## config.mk

```make
export PLATFORM = sky130hd
export DESIGN_NAME = shift_pipe_ctrl
export DESIGN_NICKNAME = d
export VERILOG_FILES = /design/src/rtl/shift_pipe_ctrl.sv
export SDC_FILE = /design/constraint.sdc
export NUM_CORES = 1
export LEC_CHECK = 0
export BUFFER_PORTS_ARGS = -buffer_cell sky130_fd_sc_hd__buf_2
export CAP_MARGIN = 10
export CORE_UTILIZATION = 25
export DETAILED_ROUTE_END_ITERATION = 12
export GPL_TIMING_DRIVEN = 0
export PLACE_DENSITY_LB_ADDON = 0.15
export SLEW_MARGIN = 20
export SYNTH_ARGS = -nofsm -noshare
export SYNTH_HDL_FRONTEND = slang
export SYNTH_SLANG_ARGS = --single-unit
```

## constraint.sdc

```tcl
create_clock -name clk_in -period 1.5 [get_ports clk_in]
set_input_delay 0.3 -clock clk_in [delete_from_list [all_inputs] [get_ports clk_in]]
set_output_delay 0.3 -clock clk_in [all_outputs]
set_load 0.02 [all_outputs]
```

## src/rtl/shift_pipe_ctrl.sv

```systemverilog
// shift_pipe_ctrl: two-stage valid/ready pipe wrapped around a barrelshifter.
// Optional SHIFT_PIPE_STICKY_EN adds a sticky overflow flag with clear input.
module shift_pipe_ctrl #(
  parameter int D_SIZE = 4,
  parameter int CNT_W = 8,
  localparam int S_W = $clog2(D_SIZE)
) (
  input  logic              clk_in,
  input  logic              rst_n_in,
  input  logic              cmd_valid_in,
  output logic              cmd_ready_out,
  input  logic [D_SIZE-1:0] cmd_x_in,
  input  logic [S_W-1:0]    cmd_s_in,
  input  logic [2:0]        cmd_op_in,
  output logic [D_SIZE-1:0] bs_x_out,
  output logic [S_W-1:0]    bs_s_out,
  output logic [2:0]        bs_op_out,
  input  logic [D_SIZE-1:0] bs_y_in,
  input  logic              bs_zf_in,
  input  logic              bs_vf_in,
  output logic              res_valid_out,
  input  logic              res_ready_in,
  output logic [D_SIZE-1:0] res_y_out,
  output logic              res_zf_out,
  output logic              res_vf_out,
  output logic [CNT_W-1:0]  res_cnt_out
`ifdef SHIFT_PIPE_STICKY_EN
  ,
  input  logic              clr_sticky_in,
  output logic              vf_sticky_out
`endif
);

  logic s1_valid;
  logic s1_adv;
  logic s2_adv;
  logic cmd_fire;
  logic res_fire;

  // Ready depends only on pipe state, never on cmd_valid_in.
  always_comb begin
    s2_adv        = !res_valid_out || res_ready_in;
    s1_adv        = !s1_valid || s2_adv;
    cmd_ready_out = s1_adv;
    cmd_fire      = cmd_valid_in && s1_adv;
    res_fire      = res_valid_out && res_ready_in;
  end

  always_ff @(posedge clk_in or negedge rst_n_in) begin
    if (!rst_n_in) begin
      s1_valid  <= 1'b0;
      bs_x_out  <= '0;
      bs_s_out  <= '0;
      bs_op_out <= '0;
    end else begin
      if (s1_adv) s1_valid <= cmd_valid_in;
      if (cmd_fire) begin
        bs_x_out  <= cmd_x_in;
        bs_s_out  <= cmd_s_in;
        bs_op_out <= cmd_op_in;
      end
    end
  end

  // Result data holds its last value across bubbles.
  always_ff @(posedge clk_in or negedge rst_n_in) begin
    if (!rst_n_in) begin
      res_valid_out <= 1'b0;
      res_y_out     <= '0;
      res_zf_out    <= 1'b0;
      res_vf_out    <= 1'b0;
    end else if (s2_adv) begin
      res_valid_out <= s1_valid;
      if (s1_valid) begin
        res_y_out  <= bs_y_in;
        res_zf_out <= bs_zf_in;
        res_vf_out <= bs_vf_in;
      end
    end
  end

  always_ff @(posedge clk_in or negedge rst_n_in) begin
    if (!rst_n_in) begin
      res_cnt_out <= '0;
    end else if (res_fire) begin
      res_cnt_out <= res_cnt_out + CNT_W'(1);
    end
  end

`ifdef SHIFT_PIPE_STICKY_EN
  // Set has priority over clear when both occur in one cycle.
  always_ff @(posedge clk_in or negedge rst_n_in) begin
    if (!rst_n_in) begin
      vf_sticky_out <= 1'b0;
    end else if (res_fire && res_vf_out) begin
      vf_sticky_out <= 1'b1;
    end else if (clr_sticky_in) begin
      vf_sticky_out <= 1'b0;
    end
  end
`endif

endmodule

```

Word level (Yosys, flattened, before mapping) --
Cells that the tools add are included.
Operators by class: add/subtract/negate cells 1, reduce and logical (&&, ||, !) cells 7
Operators with widths (number):
- 8-bit by 1-bit adder with 8-bit output, second input constant | 1
- 1-bit logical AND | 2
- 1-bit zero test | 2
- 1-bit logical OR | 2
- 2-bit AND reduction | 1
Word-level totals: input bits 19, word-level logic and storage cells 17, output and inout port bits 25, flip-flop bits (word level) 25

Longest topological paths before layout --
Gate-level depths: netlist of run 1.
depth in word-level cells 4, gate-level depth with buffers 4, gate-level depth less buffers 4

Least setup slack after synthesis of run 1 --
Ideal clock, no wire load.
path kind register -> register, from reg res_valid_out, to reg bs_op_out[0], stages on the path, launching flop included 4, path buffers 0, setup slack 19 ps, clock period less this slack 1481 ps, data arrival time 1357 ps, cell sequence dfrtp_1 -> nand3b_1 -> nand2_2 -> mux2_2
On the way: word-level cells in the longest chain between the ends 4
Ends and longest elaborated chain:
- from (decl) | RTL line 21 | output logic res_valid_out,
- from (signal assigned) | RTL line 73 | res_valid_out <= s1_valid;
- 1-bit zero test | RTL line 42 | s2_adv = !res_valid_out || res_ready_in;
- 1-bit logical OR | RTL line 42
- 1-bit logical OR | RTL line 43 | s1_adv = !s1_valid || s2_adv;
- net cmd_ready_out | RTL line 11 | output logic cmd_ready_out,
- 1-bit logical AND | RTL line 45 | cmd_fire = cmd_valid_in && s1_adv;
- to (signal assigned) | RTL line 60 | bs_op_out <= cmd_op_in;
- to (decl) | RTL line 17 | output logic [2:0] bs_op_out,
The timed path passes the listed nets, and every way through them passes these cells. A chain may end at the register's enable or synchronous reset.

Final worst setup path of run 1 --
from reg res_valid_out, to out cmd_ready_out
On the way: word-level cells in the longest chain between the ends 3
Ends and longest elaborated chain (RTL line):
- 1-bit zero test | 42
- 1-bit logical OR | 42
- 1-bit logical OR | 43
- to (decl) | 11
Every way passes these cells.

==> results of run 1 <==
==> cells in the final DEF (no fill, tap or decap), drive strengths merged, types with 2 or more instances in the layout <==
cell type  synthesis  routed
buf                0      43
clkbuf             0       4
dfrtp             25      25
mux2              16      16
nand2              6       6
nand2b             2       2
nand3              2       2
nor2               2       2
nor3               3       3
xnor2              2       2
xor2               5       5
==> cells by family after synthesis <==
group | share of synthesized area, %
AND/OR/NAND/NOR | 9.41
multiplexers | 18.6
XOR/XNOR | 6.31
adder cells (fa/ha/maj) | 1.29
flip-flops | 64.4
==> sequential cells by signal, summed over array words and instances, names as in the netlist <==
name           flops
bs_op_out          3
bs_s_out           2
bs_x_out           4
res_cnt_out        8
res_valid_out      1
res_vf_out         1
res_y_out          4
res_zf_out         1
s1_valid           1
==> Yosys cell counts <==
cell type	number	area (µm²)
ha_1	1	12.5
xor2_1	5	43.8
nand2_1	5	18.8
nor2_1	2	7.51
mux2_2	16	180
nand3b_1	1	7.51
dfrtp_1	25	626
xnor2_1	2	17.5
nand2_2	1	6.26
or2b_1	1	7.51
nand3_1	2	10.0
nor3_1	3	15.0
nand2b_1	2	12.5
nand4_1	1	6.26
==> layer usage <==
layer	vias to the layer above	GRT usage, %	part of all wire [%]
met5	-	0	0
met4	0	6.67	1.9
met3	2	2.14	6.0
met2	22	13.7	46
met1	327	11.7	46
li1	322	-	-
==> final timing paths <==
| kind | slack [ns] | start | endpoint | cells past startpoint |
|---|---|---|---|---|
| setup / recovery | 0.16 | res_valid_out | cmd_ready_out | 2 |
| hold / removal | 0.01 | rst_n_in | res_cnt_out[7] | 1 |
| setup reg to reg | 0.23 | res_valid_out | bs_x_out[1] | 3 |
| hold reg to reg | 0.47 | res_cnt_out[7] | res_cnt_out[7] | 1 |
| max in group asynchronous | 1.12 | rst_n_in | bs_s_out[0] | 1 |
| min in group clk_in | 0.25 | cmd_valid_in | s1_valid | 2 |
==> through the flow <==
stage	hold slack [ns]	instance area, µm²	std cells	setup WS [ns]	utilization [%]
6_report	0.0135	1290	162	0.159	35.0
5_1_grt	0.0508	1290	162	0.111	35.0
4_1_cts	0.0351	1290	162	0.149	35.0
3_5_place_dp	0.326	1250	158	0.154	33.8
3_3_place_gp	0.324	1250	158	0.176	33.8
2_1_floorplan	0.00441	971	67	0.0187	-
==> power by group <==
group / leakage (nW) / internal (W) / switching [W] / total (W)
combinational: 0.321 / 0.000252 / 0.000351 / 0.000603
clock: 0.0228 / 0.000189 / 0.000194 / 0.000383
sequential: 0.297 / 0.000823 / 0.000133 / 0.000956
total: 0.641 / 0.00126 / 0.000678 / 0.00194
==> cell type report <==
class,count,area share (%)
Timing Repair Buffer,43,16.7
Sequential cell,25,48.4
Multi-Input combinational cell,42,26.7
Tap cell,48,4.65
Clock buffer,4,3.49
==> summary.txt, run 1 <==
Synth
  – Yosys Warn Count: 0
  – Number of synthesized register bits: 25
  – Synthesized area: 971 µm²
  – Synth Instances: 67
  – Yosys cell types: 14
  – Mapped Nets: 87
  – Sequential fraction of the synthesis area: 64.4%
  – Avg Synthesized Cell Area: 14.5 µm²

Placement
  – Port bufs: 43
  – GPL Wtd Cong: 0.729
  – HPWL Detailed: 1390 µm

STA
  – Fmax: 746 MHz
  – Layout Skew: 0.00470 ns
  – Final period utilization: 89.4%
  – Fin. max-slew vios: 0
  – Rel. slew slack: 63.7%
  – RSZ-0062 raised after global routing: no
  – Final Hold Fails: 0
  – Slew @ Worst Pin: 0.545 ns
  – TNS Setup: 0 ns
  – Endpoints failing setup: 0
  – Min cycle time layout: 1.34 ns

Clocking
  – Clock Tree Buf Depth: 2
  – Cts hold-fix bufs: 0
  – Skew-Pair Late Insertion Delay: 0.26 ns
  – CTS Root Buffer Type: clkbuf_8
  – TritonCTS clock tree: yes
  – Post-CTS Setup Inserts: 0
  – Post-CTS Resized: 0
  – Clk sink count: 25
  – Clock transition at path regs: 0.08 ns
  – CTS Buf Count: 3
  – H-Tree Depth: 1

Finish
  – Area grow syn2layout: 33.0%
  – Area of the multi-input gates: 345 µm²
  – Register area: 626 µm²
  – Number of diodes: 0
  – # fillers: 388
  – Number of nets in the layout: 135
  – Share of layout cells above drive strength 1: 55.3%

Critical path
  – Startpoint types: flop
  – Critical Path End Type: output port
  – Delay-heaviest family, CP: flip-flops
  – Worst EP required: 1.20 ns
  – CP bufs+invs: 1
  – Critical path arrival: 1.04 ns
  – Slowest cell on crit path: dfrtp_1
  – Worst Path Max Fanout: 5
  – Critical-path cell list: nand3b_1 -> buf_2
  – Slowest stage delay, CP: 0.43 ns
  – Classification of the worst setup path: reg -> out

Power
  – Total power: 0.00194 W
  – Leak: 0.641 nW
  – Power Dens Cells: 1500 nW/µm²
  – Worst VDD drop: 0.500 mV

Drt
  – DR WL/cell: 11.2 µm
  – DRC viols: 0
  – Drt pass-1 iters: 2
  – Final WL: 1810 µm
  – Vias per Instance: 4.15
  – Count of antenna-violating nets left after detailed routing: 0
  – DR vias: 673
  – DR iter-0 viols: 7

GRT
  – Initial antenna violation count: 0
  – First-pass GRT wire length: 2860 µm
  – Number of global-route vias before repair: 621
  – Total congestion overflow: 0
  – Largest net degree at the start of global routing: 26
  – GRT Overall Usage: 9.25%

Floorplanning
  – Die ar.: 4140 µm²
  – Starting density of the core: 26.3%
  – Die extent in x: 64.3 µm
  – Core Area: 3690 µm²
  – Io pins: 44
  – FP Rows: 22
  – Die Y: 64.3 µm

Run status
  – Status: complete, no violations

Flow run
  – Max Cap Viol: 0

Worst hold path
  – Worst min path class: in -> async
(Power assumes the default switching activity.)
==> inputs of run 2 (changes only) <==
==> constraint.sdc (replaced) <==
create_clock -name clk_in -period 1.4 [get_ports clk_in]
set_input_delay 0.28 -clock clk_in [delete_from_list [all_inputs] [get_ports clk_in]]
set_output_delay 0.28 -clock clk_in [all_outputs]
set_load 0.02 [all_outputs]
==> summary.txt, run 2 (synthesized netlist as in run 1, its figures left out) <==
Flow run
  – Max Cap Viol: 0 (unchanged)

Drt
  – DRC viols: 0 (unchanged)
  – DR vias: 676 (was 673)
  – Final WL: 1740 µm (was 1810 µm)
  – Count of antenna-violating nets left after detailed routing: 0 (unchanged)
  – DR iter-0 viols: 13 (was 7)
  – Drt pass-1 iters: 3 (was 2)
  – Vias per Instance: 4.17 (was 4.15)
  – DR WL/cell: 10.7 µm (was 11.2 µm)

STA
  – Min cycle time layout: 1.31 ns
  – Final Hold Fails: 5 (was 0)
  – Fmax: 763 MHz
  – Hold WS: -0.00220 ns (was 0.0135 ns)
  – Slew @ Worst Pin: 0.545 ns (about the same)
  – Fin. max-slew vios: 0 (unchanged)
  – Endpoints failing setup: 0 (unchanged)
  – TNS Setup: 0 ns (unchanged)
  – Layout Skew: 0.00251 ns (was 0.00470 ns)
  – Rel. slew slack: 63.7% (about the same)
  – Final period utilization: 93.6%
  – RSZ-0062 raised after global routing: no (unchanged)

Critical path
  – Critical path arrival: 1.03 ns (was 1.04 ns)
  – Worst path depth: 2 (unchanged)
  – Classification of the worst setup path: reg -> out (unchanged)
  – Worst EP required: 1.12 ns (was 1.20 ns)
  – Startpoint types: flop (unchanged)
  – Delay-heaviest family, CP: flip-flops (unchanged)
  – Slowest cell on crit path: dfrtp_2 (was dfrtp_1)
  – Critical-path cell list: nand3b_1 -> buf_2 (unchanged)
  – Critical Path End Type: output port (unchanged)
  – CP bufs+invs: 1 (unchanged)
  – FF-to-FF setup slack: 0.17 ns (was 0.23 ns)
  – Origin of the critical flop-to-flop path: res_valid_out (unchanged)
  – Worst R2R End: bs_op_out[2] (was bs_x_out[1])
  – Slowest stage delay, CP: 0.44 ns (was 0.43 ns)
  – Worst r2r path cells: 3 (unchanged)
  – Worst Path Max Fanout: 5 (unchanged)

Clocking
  – Clk sink count: 25 (unchanged)
  – Cts hold-fix bufs: 0 (unchanged)
  – TritonCTS clock tree: yes (unchanged)
  – H-Tree Depth: 1 (unchanged)
  – Clock transition at path regs: 0.08 ns (about the same)
  – Post-CTS Resized: 0 (unchanged)
  – Skew-Pair Late Insertion Delay: 0.26 ns (about the same)
  – CTS Buf Count: 3 (unchanged)
  – Post-CTS Setup Inserts: 0 (unchanged)
  – CTS Root Buffer Type: clkbuf_8 (unchanged)
  – Clock Tree Buf Depth: 2 (unchanged)

Run status
  – Failing checks: hold timing
  – Status: finished with violations (was complete, no violations)

Floorplanning
  – Io pins: 44 (unchanged)
  – Die ar.: 4140 µm² (unchanged)
  – FP Rows: 22 (unchanged)
  – Starting density of the core: 26.3% (unchanged)
  – Die extent in x: 64.3 µm (unchanged)
  – Core Area: 3690 µm² (unchanged)
  – Die Y: 64.3 µm (unchanged)

Finish
  – Share of layout cells above drive strength 1: 56.1% (was 55.3%)
  – Largest register FFs: 8 (unchanged)
  – Area of the multi-input gates: 345 µm² (unchanged)
  – Register area: 627 µm² (was 626 µm²)
  – Fin area: 1290 µm² (about the same)
  – Largest registers: res_cnt_out x8, bs_x_out x4, res_y_out x4 (unchanged)
  – Number of nets in the layout: 135 (unchanged)
  – Leading cell type in the layout, fill and taps excluded: buf_2 (unchanged)
  – Most frequent cells in the layout: buf_2, dfrtp_1, mux2_2 (unchanged)
  – Area grow syn2layout: 33.1% (was 33.0%)
  – Largest Register: res_cnt_out (unchanged)
  – # fillers: 382 (was 388)
  – Number of diodes: 0 (unchanged)

Power
  – Leak: 0.641 nW (about the same)
  – Worst VDD drop: 0.812 mV (was 0.500 mV)
  – Power Dens Cells: 1600 nW/µm² (was 1500 nW/µm²)

Placement
  – HPWL Detailed: 1340 µm (was 1390 µm)
  – Port bufs: 43 (unchanged)
  – GPL Wtd Cong: 0.679 (was 0.729)
  – DP Area: 1250 µm² (about the same)

GRT
  – GRT Overall Usage: 9.03% (was 9.25%)
  – Largest net degree at the start of global routing: 26 (unchanged)
  – Total congestion overflow: 0 (unchanged)
  – First-pass GRT wire length: 2790 µm (was 2860 µm)
  – Number of global-route vias before repair: 597 (was 621)
  – Initial antenna violation count: 0 (unchanged)

Worst hold path
  – Worst min path class: in -> async (unchanged)
-- run 2: cell counts in the layout (fill, tap and decap cells not counted) --
No cell type changed its count.
-- run 2: where the power goes --
group	switching (W)	total [W]	internal (W)
registers	0.000139	0.00102	0.000882
logic	0.000377	0.000647	0.000271
clock network	0.000203	0.000406	0.000203
total	0.000719	0.00207	0.00136
-- run 2: worst max-delay path by stage --
stage / slack, ns / from / endpoint
2_1_floorplan: 0.01 / res_valid_out / bs_op_out[0]
3_3_place_gp: 0.09 / res_ready_in / bs_x_out[0]
3_5_place_dp: 0.07 / res_ready_in / bs_x_out[0]
4_1_cts: 0.07 / res_valid_out / cmd_ready_out
5_1_grt: 0.04 / res_valid_out / cmd_ready_out
6_report: 0.09 / res_valid_out / cmd_ready_out
-- run 2: stage by stage --
| step | setup WS [ns] | total power (W) | utilization (%) | cells |
|---|---|---|---|---|
| after floorplan | 0.0118 | 0.00144 | - | 67 |
| after global placement | 0.0930 | 0.00169 | 33.8 | 158 |
| after detailed placement | 0.0662 | 0.00170 | 33.8 | 158 |
| after CTS | 0.0727 | 0.00212 | 35.0 | 162 |
| after global routing | 0.0420 | 0.00222 | 35.0 | 162 |
| final | 0.0890 | 0.00207 | 35.0 | 162 |
-- run 2: cell type report --
cell class / instances / area share (%)
timing repair buffer: 43 / 16.7
clock buffer: 4 / 3.48
multi-input combinational: 42 / 26.7
tap: 48 / 4.65
sequential: 25 / 48.5
-- run 2: worst register-to-register path, cell delays in order (launching register included) --
cell      delay [ns]
dfrtp_2         0.41
nand3b_1        0.13
nand2_2         0.21
mux2_2          0.36
-- run 2: layer usage --
metal,track usage (%),share of wire [%]
met5,0,0
met4,5.83,1.6
met3,1.79,5.6
met2,12.8,47
met1,12.4,46
==> inputs of run 3 (changes only) <==
--- a/config.mk
+++ b/config.mk
@@ -9,8 +9,9 @@
 export CAP_MARGIN = 10
 export CORE_UTILIZATION = 25
 export DETAILED_ROUTE_END_ITERATION = 12
+export GPL_ROUTABILITY_DRIVEN = 0
 export GPL_TIMING_DRIVEN = 0
-export PLACE_DENSITY_LB_ADDON = 0.15
+export PLACE_DENSITY = 0.55
 export SLEW_MARGIN = 20
 export SYNTH_ARGS = -nofsm -noshare
 export SYNTH_HDL_FRONTEND = slang
==> summary.txt, run 3 (synthesized netlist as in run 1, its figures left out) <==
Run status
  – Status: finished with violations (unchanged)
  – Failing checks: hold timing (unchanged)

Floorplanning
  – Die ar.: 4140 µm² (unchanged)
  – Die Y: 64.3 µm (unchanged)
  – Core Area: 3690 µm² (unchanged)
  – Starting density of the core: 26.3% (unchanged)
  – Io pins: 44 (unchanged)
  – Die extent in x: 64.3 µm (unchanged)
  – FP Rows: 22 (unchanged)

STA
  – Fin. max-slew vios: 0 (unchanged)
  – Hold WS: -0.0133 ns (was -0.00220 ns)
  – Final period utilization: 93.9% (was 93.6%)
  – TNS Setup: 0 ns (unchanged)
  – Layout Skew: 0.00352 ns (was 0.00251 ns)
  – Min cycle time layout: 1.31 ns (about the same)
  – Fmax: 761 MHz (was 763 MHz)
  – Slew @ Worst Pin: 0.550 ns (was 0.545 ns)
  – Final Hold Fails: 22 (was 5)
  – Rel. slew slack: 63.3% (was 63.7%)
  – Endpoints failing setup: 0 (unchanged)
  – RSZ-0062 raised after global routing: no (unchanged)

Finish
  – Most frequent cells in the layout: buf_2, dfrtp_1, mux2_2 (unchanged)
  – Share of layout cells above drive strength 1: 56.1% (unchanged)
  – Largest registers: res_cnt_out x8, bs_x_out x4, res_y_out x4 (unchanged)
  – Fin area: 1290 µm² (unchanged)
  – Largest Register: res_cnt_out (unchanged)
  – Number of diodes: 0 (unchanged)
  – Leading cell type in the layout, fill and taps excluded: buf_2 (unchanged)
  – Largest register FFs: 8 (unchanged)
  – # fillers: 391 (was 382)
  – Post-route core utilization: 35.0% (unchanged)
  – Area grow syn2layout: 33.1% (unchanged)
  – Number of nets in the layout: 135 (unchanged)

Critical path
  – Critical-path cell list: nand3b_1 -> buf_2 (unchanged)
  – Startpoint types: flop (unchanged)
  – Classification of the worst setup path: reg -> out (unchanged)
  – Worst EP required: 1.12 ns (about the same)
  – Slowest stage delay, CP: 0.44 ns (about the same)
  – Critical path arrival: 1.03 ns (about the same)
  – Slowest cell on crit path: dfrtp_2 (unchanged)
  – Worst R2R End: bs_op_out[1] (was bs_op_out[2])
  – Origin of the critical flop-to-flop path: res_valid_out (unchanged)
  – Worst Path Max Fanout: 5 (unchanged)
  – Worst r2r path cells: 3 (unchanged)
  – Critical Path End Type: output port (unchanged)
  – FF-to-FF setup slack: 0.18 ns (was 0.17 ns)

Flow run
  – Max Cap Viol: 0 (unchanged)

Clocking
  – CTS Buf Count: 3 (unchanged)
  – CTS Root Buffer Type: clkbuf_8 (unchanged)
  – Cts hold-fix bufs: 0 (unchanged)
  – Post-CTS Resized: 0 (unchanged)
  – TritonCTS clock tree: yes (unchanged)
  – Clock transition at path regs: 0.08 ns (about the same)
  – Clock Tree Buf Depth: 2 (unchanged)
  – Clk sink count: 25 (unchanged)
  – Skew-Pair Late Insertion Delay: 0.27 ns (was 0.26 ns)
  – H-Tree Depth: 1 (unchanged)
  – Post-CTS Setup Inserts: 0 (unchanged)

GRT
  – GRT Overall Usage: 9.67% (was 9.03%)
  – Number of global-route vias before repair: 652 (was 597)
  – Largest net degree at the start of global routing: 26 (unchanged)
  – First-pass GRT wire length: 3030 µm (was 2790 µm)
  – Initial antenna violation count: 0 (unchanged)
  – Total congestion overflow: 0 (unchanged)

Power
  – Int Pwr: 0.00136 W (about the same)
  – Clock network fraction of total power: 20.2% (was 19.6%)
  – Switching Share: 35.2% (was 34.7%)
  – Comb pwr share: 30.9% (was 31.2%)
  – Leak: 0.641 nW (unchanged)
  – Psw: 0.000736 W (was 0.000719 W)
  – Worst VDD drop: 0.753 mV (was 0.812 mV)
  – Total power: 0.00209 W (was 0.00207 W)
  – Flop pwr share: 48.9% (was 49.2%)
  – Power Dens Cells: 1620 nW/µm² (was 1600 nW/µm²)

Drt
  – DR vias: 686 (was 676)
  – DRC viols: 0 (unchanged)
  – Drt pass-1 iters: 2 (was 3)
  – Wire length on met3: 108 µm (was 98 µm)
  – Vias per Instance: 4.23 (was 4.17)
  – Met2 wire len: 938 µm (was 821 µm)
  – Routed length on met1: 743 µm (was 793 µm)
  – Top Layer Used: met4 (unchanged)
  – DR iter-0 viols: 4 (was 13)
  – DR WL/cell: 11.2 µm (was 10.7 µm)
  – Count of antenna-violating nets left after detailed routing: 0 (unchanged)
  – Final WL: 1820 µm (was 1740 µm)

Worst hold path
  – Worst min path class: in -> async (unchanged)

Placement
  – HPWL Detailed: 1380 µm (was 1340 µm)
  – DP Area: 1250 µm² (unchanged)
  – Port bufs: 43 (unchanged)
## run 3: cell counts in the layout (fill, tap and decap cells not counted)
Identical to the previous run, type by type.
## run 3: layer usage
metal	GRT usage, %	vias up
met3	2.14	3
li1	-	323
met5	0	-
met2	16.1	25
met1	12.0	335
met4	4.17	0
## run 3: how the worst max path moves through the flow
stage                  startpoint            end  slack (ns)  cells after the start
global placement     res_ready_in   bs_op_out[1]        0.11                      4
floorplan           res_valid_out   bs_op_out[0]        0.01                      3
finish              res_valid_out  cmd_ready_out        0.09                      2
global route        res_valid_out  cmd_ready_out        0.03                      2
detailed placement   res_ready_in    bs_x_out[2]        0.09                      4
CTS                 res_valid_out  cmd_ready_out        0.07                      2
## run 3: per-stage QoR
step	worst slack (ns)	cells
6_report	0.0856	162
4_1_cts	0.0670	162
2_1_floorplan	0.0118	67
5_1_grt	0.0277	162
3_5_place_dp	0.0861	158
3_3_place_gp	0.109	158
## run 3: critical path: cells and delay by family, from the launching register on
kind                   cells  cell delay (ns)
buffers and inverters      1             0.19
DFF                        1             0.44
and+or+nand+nor            1             0.13
## run 3: cell type report
class                      instances  area [µm²]  area share (%)
tap                               48        60.1            4.65
multi-input combinational         42         345            26.7
timing repair buffer              43         215            16.7
clock buffer                       4        45.0            3.48
sequential                        25         627            48.5
## run 3: power by group through the flow
stage	combinational (W)	sequential, W	clock [W]
after floorplan	0.000220	0.00122	0
after global placement	0.000646	0.00102	0
after detailed placement	0.000662	0.00104	0
after CTS	0.000660	0.00102	0.000448
after global routing	0.000705	0.00105	0.000482
final	0.000647	0.00102	0.000422
